$ cat config.mk
export PLATFORM = sky130hd
export DESIGN_NAME = nibble_add_sched
export DESIGN_NICKNAME = d
export VERILOG_FILES = /design/src/rtl/nibble_add_sched_pkg.sv /design/src/rtl/nibble_add_sched_add4.sv /design/src/rtl/nibble_add_sched.sv
export SDC_FILE = /design/constraint.sdc
export NUM_CORES = 1
export LEC_CHECK = 0
export CAP_MARGIN = 20
export CORE_MARGIN = 5
export CORE_UTILIZATION = 44
export CTS_CLUSTER_SIZE = 14
export DETAILED_ROUTE_END_ITERATION = 8
export PLACE_DENSITY_LB_ADDON = 0.1
export SYNTH_ARGS = -nofsm -noshare
export SYNTH_HDL_FRONTEND = slang
export SYNTH_SLANG_ARGS = --single-unit
$ cat constraint.sdc
create_clock -name CLK -period 3.04 [get_ports CLK]
set_clock_uncertainty 0.2 [all_clocks]
set_input_delay 0.76 -clock CLK [delete_from_list [all_inputs] [get_ports CLK]]
set_output_delay 0.76 -clock CLK [all_outputs]
set_load 0.05 [all_outputs]
$ cat src/rtl/nibble_add_sched_pkg.sv
// Shared types and sizing for the nibble-serial adder controller.
package nibble_add_sched_pkg;

  localparam int NIBBLES_DEF = 4;
  localparam int W_DEF       = 4 * NIBBLES_DEF;

  typedef enum logic [1:0] {
    IDLE = 2'd0,
    ADD  = 2'd1,
    DONE = 2'd2
  } state_e;

  typedef logic req_id_t;

endpackage

$ cat src/rtl/nibble_add_sched_add4.sv
// Single shared 4-bit adder slice with carry-in and carry-out.
module nibble_add4 (
  input  logic [3:0] a_i,
  input  logic [3:0] b_i,
  input  logic       c_i,
  output logic [3:0] s_o,
  output logic       c_o
);

  assign {c_o, s_o} = 5'(a_i) + 5'(b_i) + 5'(c_i);

endmodule

$ cat src/rtl/nibble_add_sched.sv
// Round-robin arbiter and sequencer that time-shares one 4-bit adder slice
// across the nibbles of a W-bit add, LSB first.
module nibble_add_sched
  import nibble_add_sched_pkg::*;
#(
  parameter int NIBBLES = NIBBLES_DEF,
  localparam int W = 4 * NIBBLES
) (
  input  logic         CLK,
  input  logic         RESET,
  input  logic         REQ_0,
  input  logic         REQ_1,
  input  logic [W-1:0] A_0,
  input  logic [W-1:0] B_0,
  input  logic [W-1:0] A_1,
  input  logic [W-1:0] B_1,
  input  logic         CIN_0,
  input  logic         CIN_1,
  output logic         ACK_0,
  output logic         ACK_1,
  output logic [W-1:0] SUM,
  output logic         COUT,
  output logic         BUSY,
  output logic         GRANT
);

  localparam int IW = (NIBBLES > 1) ? $clog2(NIBBLES) : 1;

  state_e        state_q;
  logic [IW-1:0] idx_q;
  logic [W-1:0]  a_q, b_q, shadow_q, sum_q;
  logic          carry_q, cout_q, ack0_q, ack1_q;
  req_id_t       grant_q, prio_q;

  logic [IW+1:0] sh;
  logic [3:0]    a_nib, b_nib, s_nib;
  logic          c_nib, last;
  logic [W-1:0]  shadow_d;
  req_id_t       gnt_d;

  assign sh    = {idx_q, 2'b00};
  assign a_nib = 4'(a_q >> sh);
  assign b_nib = 4'(b_q >> sh);
  assign last  = (idx_q == IW'(NIBBLES - 1));

  nibble_add4 u_slice (
    .a_i (a_nib),
    .b_i (b_nib),
    .c_i (carry_q),
    .s_o (s_nib),
    .c_o (c_nib)
  );

  assign shadow_d = (shadow_q & ~(W'(4'hF) << sh)) | (W'(s_nib) << sh);

  // On contention the requester that was not served last wins.
  always_comb begin
    gnt_d = 1'b0;
    if (REQ_0 && REQ_1) gnt_d = ~prio_q;
    else if (REQ_1)     gnt_d = 1'b1;
  end

  always_ff @(posedge CLK or posedge RESET) begin
    if (RESET) begin
      state_q  <= IDLE;
      idx_q    <= '0;
      a_q      <= '0;
      b_q      <= '0;
      shadow_q <= '0;
      sum_q    <= '0;
      carry_q  <= 1'b0;
      cout_q   <= 1'b0;
      ack0_q   <= 1'b0;
      ack1_q   <= 1'b0;
      grant_q  <= 1'b0;
      prio_q   <= 1'b1;
    end else begin
      ack0_q <= 1'b0;
      ack1_q <= 1'b0;
      case (state_q)
        IDLE: begin
          if (REQ_0 || REQ_1) begin
            grant_q <= gnt_d;
            a_q     <= gnt_d ? A_1 : A_0;
            b_q     <= gnt_d ? B_1 : B_0;
            carry_q <= gnt_d ? CIN_1 : CIN_0;
            idx_q   <= '0;
            state_q <= ADD;
          end
        end
        ADD: begin
          shadow_q <= shadow_d;
          carry_q  <= c_nib;
          idx_q    <= idx_q + IW'(1);
          // Result and ACK are loaded on the edge into DONE so they are
          // visible for the whole DONE cycle.
          if (last) begin
            sum_q   <= shadow_d;
            cout_q  <= c_nib;
            ack0_q  <= ~grant_q;
            ack1_q  <= grant_q;
            state_q <= DONE;
          end
        end
        DONE: begin
          prio_q  <= grant_q;
          state_q <= IDLE;
        end
        default: state_q <= IDLE;
      endcase
    end
  end

  assign ACK_0 = ack0_q;
  assign ACK_1 = ack1_q;
  assign SUM   = sum_q;
  assign COUT  = cout_q;
  assign BUSY  = (state_q != IDLE);
  assign GRANT = grant_q;

endmodule

==> results of run 1 <==
-- cells by family after synthesis --
kind of cell,Yosys count
buf+inv,33
simple gates,92
fa+ha+maj,9
compound gates,76
flops,70
mux,41
xor+xnor,1
-- cell usage after synthesis, types with 2 or more instances --
cell,instances,area [um2]
nor2_1,32,120
buf_8,3,45.0
o32a_1,2,20.0
a22o_1,13,114
a221oi_1,9,78.8
clkbuf_1,5,18.8
mux4_2,8,180
inv_1,11,41.3
o21ai_0,32,160
fa_1,2,40.0
a21oi_1,5,25.0
mux2i_1,32,320
buf_6,5,56.3
buf_1,2,7.51
ha_1,7,87.6
dfrtp_1,69,1730
nand3_1,4,20.0
o21ai_1,7,35.0
buf_2,5,25.0
nand2_1,47,176
-- power by group --
part,internal (mW),total (mW),leakage (nW),switching (mW)
logic,1.28,3.18,1.12,1.90
registers,1.39,1.65,0.860,0.260
clock network,0.500,0.834,0.115,0.334
total,3.17,5.66,2.09,2.49
-- registers in the layout, summed over array words and instances (netlist names) --
register  count
GRANT         1
ACK_1         1
COUT          1
SUM          16
prio_q        1
carry_q       1
shadow_q     12
a_q          16
state_q       2
ACK_0         1
b_q          16
idx_q         2
-- through the flow --
step	setup WS (ps)	cells
global placement	288	501
detailed placement	209	501
floorplan	221	322
CTS	196	516
global route	35.1	516
finish	191	516
-- worst reg2reg max path: stages, from the launching register on --
cell and delay, ps:
dfrtp_1 430, buf_4 230, mux4_2 540, ha_1 380, a21oi_1 120, a21oi_1 430
nor2_1 170, a22o_1 240
-- routing by layer --
layer | track usage (%) | routed length (um) | up-vias
li1 | - | - | 1311
met1 | 21.6 | 3290 | 1242
met2 | 26.9 | 3760 | 93
met3 | 3.54 | 553 | 11
met4 | 6.62 | 108 | 0
met5 | 0 | 0 | -
-- path summary, 6_finish.rpt --
kind                           endpoint  slack (ps)  cells after the start
setup / recovery           shadow_q[11]         190                      7
hold / removal                  b_q[12]         270                      2
setup reg to reg           shadow_q[11]         190                      7
hold reg to reg                 b_q[12]         270                      2
max in group asynchronous       SUM[10]        1730                      3
min in group asynchronous         ACK_1         600                      3
-- area by class of cell --
class	count	area, um2
multi-input combinational	219	1550
sequential	70	1750
inverter	12	46.3
timing repair buffer	98	998
clock inverter	4	70.1
tap	102	128
fill	651	3030
clock buffer	11	151
==> results.md, run 1 <==
- The number of ports placed on the die boundary is 91.
- Power comes to 5.66 mW.
- The setup-violating endpoint count in the final report is 0.
- The peak per-stage delay on the critical path is 540 ps.
- For this run, the detailed router's first-pass iteration total came to 4.
- In this design, the critical path's most frequently occurring cell is a21oi_1.
- The number of synthesized flops with an enable pin is 0.
- For the pin with the worst max-slew slack, the measured transition is 501 ps.
- The die is 99.1 um wide.
- The worst path uses 93.7% of the clock period.
- Of the total synthesized cell area, the portion taken by XOR and XNOR cells is 0.251%.
- The global-route wire length before repair is 13000 um.
- The hold-fix buffer count after cts is 0.
- The via count is 2657.
- The clock-pin slew on the worst setup and hold paths is 70 ps.
- The number of levels in the clock H-tree is 3.
- The most common cell after layout, fill and taps aside is clkdlybuf4s50_1.
- Multiplexer cells account for 14.7% of the synthesized area.
- The critical path data required time is 3060 ps.
- The post-synthesis share of cell area spent on full adders, half adders and majority gates is 3.65%.
- The CTS buffer count is 9.
- STA classifies the critical path endpoint as a register.
- The total length of routed wires is 7720 um.
- Hold timing on the final database bottoms out at a slack of 274 ps.
- After synthesis, the largest family of logic cells by area is multiplexers.
- Summed over all cells, the static leakage comes to 2.09 nW.
- The arrival time at the worst endpoint is 2870 ps.
- The number of buffers added on ports is 90.
- Walking the worst path, the cells encountered are buf_4 > mux4_2 > ha_1 > a21oi_1 > a21oi_1 > nor2_1 > a22o_1.
- The post-route DRC violation count is 0.
- The number of gates resized after CTS was 0.
- The share of flip-flops with an asynchronous set or reset is 100%.
- After legalization and detailed placement, the total HPWL measured 5800 um.
- The area enclosed by the die boundary is 9820 um2.
- The number of violations reported at the end of detailed-routing iteration 0 is 70.
- The final antenna-violating net count is 0.
- The number of max-cap violations is 0.
- The number of placement rows is 32.
- The final weighted congestion in routability-driven placement is 0.889.
- Once placement finished, the instance area stood at 4470 um2.
- In the layout the commonest cells are clkdlybuf4s50_1, dfrtp_1, nand2_1.
- The global-route congestion overflow total is 0.
- The final count of pins violating max slew is 0.
- Compared with the post-synthesis result, the final layout area differs by 34.4%.
- The clock latency of the later-clocked register in the worst-skew pair is 340 ps.
- The beginning of the critical path is idx_q[0].
- Across every metal layer, demand over resource in global routing totals 16.6%.
- The number of antenna violations at the first check in global routing was 0.
- After detailed routing, the number of vias per cell comes to 5.15.
- The number of antenna repair diodes is 0.
- The maximum number of buffers from clock root to sink is 2.
- For this configuration, the core starts out at a cell density of 45.2%.
- The clock period minus final worst setup slack is 2850 ps.
- The TritonCTS clock tree is done.
- The clock root buffer master is clkbuf_8.
- The startpoint of the worst-slack reg-to-reg timing path is idx_q[0].
- The post-synthesis instance total is 322.
- Post-CTS timing repair inserted 0 buffers for setup.
- The mean instance size in the synthesized netlist is 10.8 um2.
- In this run the most critical hold path is launched from b_q[12].
- The highest clock rate is 351 MHz.
- In this run the tightest slew margin relative to its limit is 66.5%.
- In the final routed layout, each cell accounts on average for 15.0 um.
- IR analysis of the VDD net gives a maximum drop of 464 uV.
- In this run the worst path has a maximum fanout of 7.
- Grouping stages by cell kind, the critical path spends the most delay in compound AO/OA/AOI/OAI gates.
- The kind of start point of the critical path is a register.
- Once layout is done, the placed cells without fillers occupy 4690 um2.
- The count of synthesis-stage warnings from yosys is 0.
- The synthesized netlist devotes 11.0% of its cell area to simple gates.
- The count of distinct cell types in the synthesized netlist is 42.
- The final hold violation count came to 0.
- The post-route netlist has 9.66% of its cells at a drive strength greater than 1.
- In this run the power density over the cells is 1210 nW/um2.
- The fraction of the mapped netlist area in compound gates is 14.3%.
- The kind of critical path is register to register.
- Among all flip-flop cells after synthesis, the most frequent one is dfrtp_1.
- In this run the vertical extent of the chip is 99.1 um.
- The flow ran to the end, and the final reports show no timing, DRC or antenna violations.
- The number of buffers and inverters on the critical path is 1.
- After synthesis the netlist holds a flip-flop and latch count of 70.
- The post-synthesis instance area is 3490 um2.
- The total area inside the core boundary comes to 7730 um2.
- The number of nets in the synthesized netlist is 401.
- The setup TNS is 0 ps.
- The largest net degree at the start of global routing is 71.
- The post-layout net count is 489.
- The min-delay analysis places its worst path in the category register to register.
- CTS saw 70 sinks.
- Setup repair after global routing left no endpoint under its margin.
- The via count of the first global-routing pass is 2722.
- On the critical path, the stage with the largest delay is an instance of mux4_2.
- For this run, the share of the core covered by cells in the final layout is 60.8%.
- The part of the Yosys area used for sequential elements is 50.2%.
Power figures use the tool's default switching activity.
==> run 2, diff against run 1 <==
- PLACE_DENSITY: not set -> 0.77
- PLACE_DENSITY_LB_ADDON: 0.1 -> not set
==> run 2 against run 1 <==
Compared with the run above:
- routed wire length increased by 0.53%
- cell area increased by 0.72%
- flip-flop and latch count unchanged
- critical path type unchanged
- critical endpoint is now SUM[10]
- largest cell class unchanged
==> results.md, run 2 (synthesis results as in run 1) <==
- The critical path capture point type is a register (unchanged).
- The global-route congestion overflow total came to 0 (unchanged).
- The worst reg2reg path endpoint is SUM[10] (was shadow_q[11]).
- Run status: complete, no violations (unchanged).
- The startpoint of the worst-slack reg-to-reg timing path is idx_q[0] (unchanged).
- The global-route wire length before repair is 13300 um (was 13000 um).
- The placeable core region is 7730 um2 (unchanged).
- The final cell utilization of the core came to 61.2% (was 60.8%).
- The area used by sequential logic in the layout is 1750 um2 (unchanged).
- The number of ports placed on the die boundary is 91 (unchanged).
- The cell type of the slowest stage on the worst timing path is mux4_2 (unchanged).
- The most common cell after layout, fill and taps aside is clkdlybuf4s50_1 (unchanged).
- The highest fanout seen on the critical path was 7 (unchanged).
- The total length of routed wires is 7760 um (was 7720 um).
- The setup-violating endpoint count in the final report is 0 (unchanged).
- The largest net degree at the start of global routing is 69 (was 71).
- The die outline height came to 99.1 um (unchanged).
- The setup TNS was 0 ps (unchanged).
- The width of the chip is 99.1 um (unchanged).
- The cell family with the largest share of critical-path delay is adder cells (was compound AO/OA/AOI/OAI gates).
- The beginning of the critical path is idx_q[0] (unchanged).
- The cell repeated most along the worst path is fa_1 (was a21oi_1).
- The via count is 2694 (was 2657).
- The initial standard-cell utilization of the core is 45.2% (unchanged).
- The post-layout net count came to 490 (was 489).
- The total placed instance area is 4480 um2 (was 4470 um2).
- The TritonCTS clock tree is done (unchanged).
- The destination of the critical timing path is SUM[10] (was shadow_q[11]).
- The cell area after layout was 4730 um2 (was 4690 um2).
- The number of buffers added on ports is 90 (unchanged).
- The setup slack of the most critical reg-to-reg path is 200 ps (was 190 ps).
- The post-cts resize count is 0 (unchanged).
- The clock period minus final worst setup slack is 2840 ps (was 2850 ps).
- The final hold violation count is 0 (unchanged).
- The critical path data required time is 3060 ps (about the same).
- The area of combinational cells with multiple inputs is 1550 um2 (unchanged).
- The clock latency of the later-clocked register in the worst-skew pair is 340 ps (about the same).
- The clock sink count is 70 (unchanged).
- The leakage power summed over all cells came to 2.10 nW (was 2.09 nW).
- The depth of the critical timing path with buffers and inverters included is 7 (unchanged).
- The post-route fraction of the period consumed by the critical path is 93.3% (was 93.7%).
- The kind of critical path is register to register (unchanged).
- The maximum number of buffers from clock root to sink is 2 (unchanged).
- The worst-case reg-to-reg path depth came to 7 (unchanged).
- The arrival time at the worst endpoint is 2860 ps (was 2870 ps).
- The post-route DRC violation count is 0 (unchanged).
- The area enclosed by the die boundary is 9820 um2 (unchanged).
- The tightest slew margin relative to the limit is 65.5% (was 66.5%).
- The post-placement cell count is 502 (was 501).
- The first-pass detailed-route iteration total came to 4 (unchanged).
- The total global routing track utilization was 16.9% (was 16.6%).
- The half-perimeter wire length of the detailed placement result came to 5910 um (was 5800 um).
- The largest voltage drop on the vdd net is 538 uV (was 464 uV).
- Setup repair after global routing missed its margin: no (unchanged).
- The via count of the first global-routing pass is 2846 (was 2722).
- The number of placement rows is 32 (unchanged).
- The number of max-cap violations is 0 (unchanged).
- The number of antenna violations at the first check in global routing is 0 (unchanged).
- Critical path, cell by cell: mux4_2 > fa_1 > fa_1 > xor2_1 > buf_4 > a221oi_1 > nor2_1 (was buf_4 > mux4_2 > ha_1 > a21oi_1 > a21oi_1 > nor2_1 > a22o_1).
- Top library cells by usage in the layout, fill and taps aside: clkdlybuf4s50_1, dfrtp_1, nand2_1 (unchanged).
- The power per cell area is 1220 nW/um2 (was 1210 nW/um2).
- The routed wire length per instance is 15.0 um (about the same).
- The hold-fix buffer count after cts came to 0 (unchanged).
- The kind of start point of the critical path was a register (unchanged).
- The pin slew with the least headroom to its limit was 516 ps (was 501 ps).
- The number of buffers and inverters on the critical path is 1 (unchanged).
- The final antenna-violating net count is 0 (unchanged).
- The final count of pins violating max slew is 0 (unchanged).
- The number of antenna repair diodes was 0 (unchanged).
- The number of levels in the clock H-tree was 3 (unchanged).
- The post-route non-filler standard cell count is 518 (was 516).
- The final weighted congestion in routability-driven placement was 0.851 (was 0.889).
- The slack of the critical path is 204 ps (was 191 ps).
- The post-detailed-route via-to-cell ratio is 5.20 (was 5.15).
- The number of filler cells placed in the layout was 642 (was 651).
- The number of violations reported at the end of detailed-routing iteration 0 was 66 (was 70).
- The pre-CTS setup slack was 227 ps (was 209 ps).
- The post-CTS setup buffer count is 0 (unchanged).
- The fraction of final layout cells sized beyond drive strength 1 was 9.86% (was 9.66%).
- The worst hold-check path type was register to register (unchanged).
- The clock-pin slew on the worst setup and hold paths is 80 ps (was 70 ps).
- The highest clock rate is 353 MHz (was 351 MHz).
- The relative area change from synthesis to final layout is 35.4% (was 34.4%).
- The peak per-stage delay on the critical path is 550 ps (was 540 ps).
- The CTS buffer count came to 9 (unchanged).
- The clock root buffer master was clkbuf_8 (unchanged).
==> run 2: changes by cell type in the layout (fill, tap and decap cells not counted), sizes merged <==
cell      change
bufinv        +1
buf           +1
clkinv        -1
clkinvlp      +1
==> run 2: cell type report <==
| cell class | instances | share of cell area, % |
|---|---|---|
| clock buffer | 11 | 2.99 |
| clock inverter | 5 | 2.25 |
| inverter | 12 | 0.979 |
| multi-input combinational | 219 | 32.7 |
| sequential | 70 | 37.1 |
| tap | 102 | 2.70 |
| timing repair buffer | 99 | 21.3 |
==> run 2: layer usage <==
metal | GRT usage [%] | up-vias | part of all wire (%)
met4 | 5.99 | 0 | 1.4
li1 | - | 1311 | -
met5 | 0 | - | 0
met3 | 4.95 | 11 | 7.2
met1 | 21.6 | 1267 | 43
met2 | 27.3 | 105 | 48
==> run 2: worst min-delay path by stage <==
stage               startpoint       to  slack [ps]  cells past startpoint
finish                 SUM[13]  SUM[13]         280                      2
global route           SUM[12]  SUM[12]         310                      2
CTS                    SUM[12]  SUM[12]         290                      2
detailed placement     SUM[12]  SUM[12]         270                      2
global placement       SUM[13]  SUM[13]         260                      2
floorplan              a_q[10]  a_q[10]         240                      2
==> run 2: metrics by stage <==
stage	power [mW]	hold slack, ps
floorplan	3.89	245
global placement	4.75	262
detailed placement	4.85	272
CTS	5.78	287
global route	6.17	309
finish	5.75	283
==> run 2: worst reg2reg max path: cells and delay by family, from the launching register on <==
family / cells / cell delay, ps
AOI/OAI and AO/OA: 1 / 250
xor gates and xnor gates: 1 / 170
adders and majority gates: 2 / 870
buffers and inverters: 1 / 170
DFF: 1 / 460
muxes: 1 / 550
and+or+nand+nor: 1 / 60
==> run 2: power by group <==
part | internal [mW] | total, mW | leakage, nW | switching [mW]
Combinational | 1.28 | 3.15 | 1.12 | 1.87
Clock | 0.569 | 0.915 | 0.120 | 0.346
Sequential | 1.39 | 1.69 | 0.860 | 0.296
==> run 3, diff against run 2 <==
- GPL_TIMING_DRIVEN: not set -> 0
==> run 3 against run 2 <==
Compared with the run above:
- clock power down 6.3%
- sequential share of layout area down 0.40 points
- sequential power about the same
- final cell count up 1.9%
- cell area up 1.2%
- die area unchanged
- non-clock buffer count up 10
- flip-flop and latch count unchanged
==> results.md, run 3 (synthesis results as in run 1) <==
- The pin slew with the least headroom to its limit is 864 ps (was 516 ps).
- The number of max-cap violations is 0 (unchanged).
- The number of levels in the clock H-tree came to 3 (unchanged).
- The number of placement rows is 32 (unchanged).
- The post-detailed-route via-to-cell ratio came to 5.29 (was 5.20).
- The critical path data required time is 3070 ps (was 3060 ps).
- The post-route fraction of the period consumed by the critical path was 96.4% (was 93.3%).
- The number of antenna repair diodes is 0 (unchanged).
- The global-route wire length before repair is 13700 um (was 13300 um).
- The worst-case reg-to-reg path depth was 7 (unchanged).
- The fraction of final layout cells sized beyond drive strength 1 is 12.2% (was 9.86%).
- The kind of critical path was register to register (unchanged).
- The CTS buffer count is 9 (unchanged).
- The number of buffers added on ports is 90 (unchanged).
- The beginning of the critical path is idx_q[0] (unchanged).
- Setup repair after global routing missed its margin: no (unchanged).
- The first-pass detailed-route iteration total is 4 (unchanged).
- The critical path capture point type is a register (unchanged).
- The highest fanout seen on the critical path is 10 (was 7).
- The leakage power summed over all cells is 2.12 nW (was 2.10 nW).
- The area of combinational cells with multiple inputs came to 1560 um2 (was 1550 um2).
- The startpoint of the tightest hold check path is b_q[15] (was SUM[13]).
- The number of violations reported at the end of detailed-routing iteration 0 came to 110 (was 66).
- The number of antenna violations at the first check in global routing is 0 (unchanged).
- The clock root buffer master is clkbuf_8 (unchanged).
- The setup slack of the most critical reg-to-reg path is 110 ps (was 200 ps).
- The hold path depth is 2 (unchanged).
- The clock sink count came to 70 (unchanged).
- The relative area change from synthesis to final layout came to 37.0% (was 35.4%).
- The area used by sequential logic in the layout is 1750 um2 (about the same).
- The width of the chip was 99.1 um (unchanged).
- The half-perimeter wire length of the detailed placement result came to 6300 um (was 5910 um).
- The initial standard-cell utilization of the core is 45.2% (unchanged).
- The hold-fix buffer count after cts is 0 (unchanged).
- Run status: complete, no violations (unchanged).
- Top library cells by usage in the layout, fill and taps aside: clkdlybuf4s50_1, dfrtp_1, nand2_1 (unchanged).
- The worst hold-check path type was register to register (unchanged).
- The final antenna-violating net count is 0 (unchanged).
- The number of filler cells placed in the layout came to 641 (was 642).
- The global-route congestion overflow total is 0 (unchanged).
- The TritonCTS clock tree is done (unchanged).
- The arrival time at the worst endpoint is 2960 ps (was 2860 ps).
- The final hold violation count came to 0 (unchanged).
- The maximum number of buffers from clock root to sink is 2 (unchanged).
- The total length of routed wires is 8400 um (was 7760 um).
- The post-route DRC violation count is 0 (unchanged).
- The worst reg2reg path endpoint is SUM[6] (was SUM[10]).
- The number of ports placed on the die boundary is 91 (unchanged).
- The clock-pin slew on the worst setup and hold paths came to 80 ps (about the same).
- The clock latency of the later-clocked register in the worst-skew pair is 350 ps (was 340 ps).
- The most common cell after layout, fill and taps aside was clkdlybuf4s50_1 (unchanged).
- The power after layout came to 5.87 mW (was 5.75 mW).
- The largest net degree at the start of global routing came to 71 (was 69).
- The total global routing track utilization is 17.6% (was 16.9%).
- The startpoint of the worst-slack reg-to-reg timing path is idx_q[0] (unchanged).
- The via count of the first global-routing pass is 2907 (was 2846).
- The power per cell area is 1230 nW/um2 (was 1220 nW/um2).
- The kind of start point of the critical path is a register (unchanged).
- The tightest slew margin relative to the limit was 42.4% (was 65.5%).
- The placeable core region is 7730 um2 (unchanged).
- The clock period minus final worst setup slack is 2930 ps (was 2840 ps).
- The die outline height is 99.1 um (unchanged).
- The setup-violating endpoint count in the final report is 0 (unchanged).
- The area enclosed by the die boundary is 9820 um2 (unchanged).
- The largest voltage drop on the vdd net is 552 uV (was 538 uV).
- The post-layout net count was 500 (was 490).
- The routed wire length per instance is 15.9 um (was 15.0 um).
- The via count is 2794 (was 2694).
- The final weighted congestion in routability-driven placement is 0.877 (was 0.851).
- The highest clock rate is 341 MHz (was 353 MHz).
- The final count of pins violating max slew was 0 (unchanged).
- The setup TNS was 0 ps (unchanged).
- The worst min-delay path endpoint is b_q[15] (was SUM[13]).
## run 3: changes by cell type in the layout (fill, tap and decap cells not counted), sizes merged
cell and delta:
bufinv -1, clkbuf +4, buf +6, clkinv +1
## run 3: worst max-delay path, cell delays in order, from the launching register on
cell      delay, ps
dfrtp_1         400
buf_6           200
mux4_2          530
fa_1            450
fa_2            410
xor2_4          240
a221oi_1        310
nor2_1           70
## run 3: repair_timing
item,in CTS,in global routing
setup endpoints to repair,16,10
cloned,0,0
gates resized for setup,2,5
setup buffers,0,0
pin swaps,0,0
## run 3: per-layer routing
layer  global-route usage (%)  share of wire, %  up-vias  routed length, um
met2                     28.4                49      104               4100
li1                         -                 -     1334                  -
met4                     5.99               1.6        0                135
met3                     5.17               7.6       12                636
met1                     22.8                42     1344               3530
met5                        0                 0        -                  0
## run 3: how the worst max path moves through the flow
| stage | end | slack, ps |
|---|---|---|
| after floorplan | SUM[2] | 220 |
| after global placement | SUM[4] | -760 |
| after detailed placement | SUM[2] | -360 |
| after CTS | SUM[6] | 40 |
| after global routing | SUM[6] | 10 |
| final | SUM[6] | 110 |
## run 3: area by class of cell
cell class,count,share of cell area (%)
buffer,19,3.24
clock buffer,11,3.17
clock inverter,5,1.70
inverter,12,1.02
multi-input combinational,219,32.7
sequential,70,36.7
tap,102,2.67
timing repair buffer,90,18.8
## run 3: where the power goes
part	switching [mW]	total, mW	internal (mW)
logic	2.01	3.34	1.33
registers	0.279	1.67	1.39
clock network	0.350	0.857	0.506
## run 3: through the flow
| stage | util, % | area (um2) | setup WS [ps] | hold WS (ps) | cells |
|---|---|---|---|---|---|
| 3_5_place_dp | 58.5 | 4520 | -364 | 269 | 514 |
| 4_1_cts | 61.6 | 4760 | 36.7 | 287 | 529 |
| 2_1_floorplan | - | 3490 | 221 | 245 | 322 |
| 6_report | 61.9 | 4780 | 110 | 286 | 528 |
| 5_1_grt | 61.9 | 4780 | 10.9 | 311 | 528 |
| 3_3_place_gp | 58.5 | 4520 | -765 | 255 | 514 |
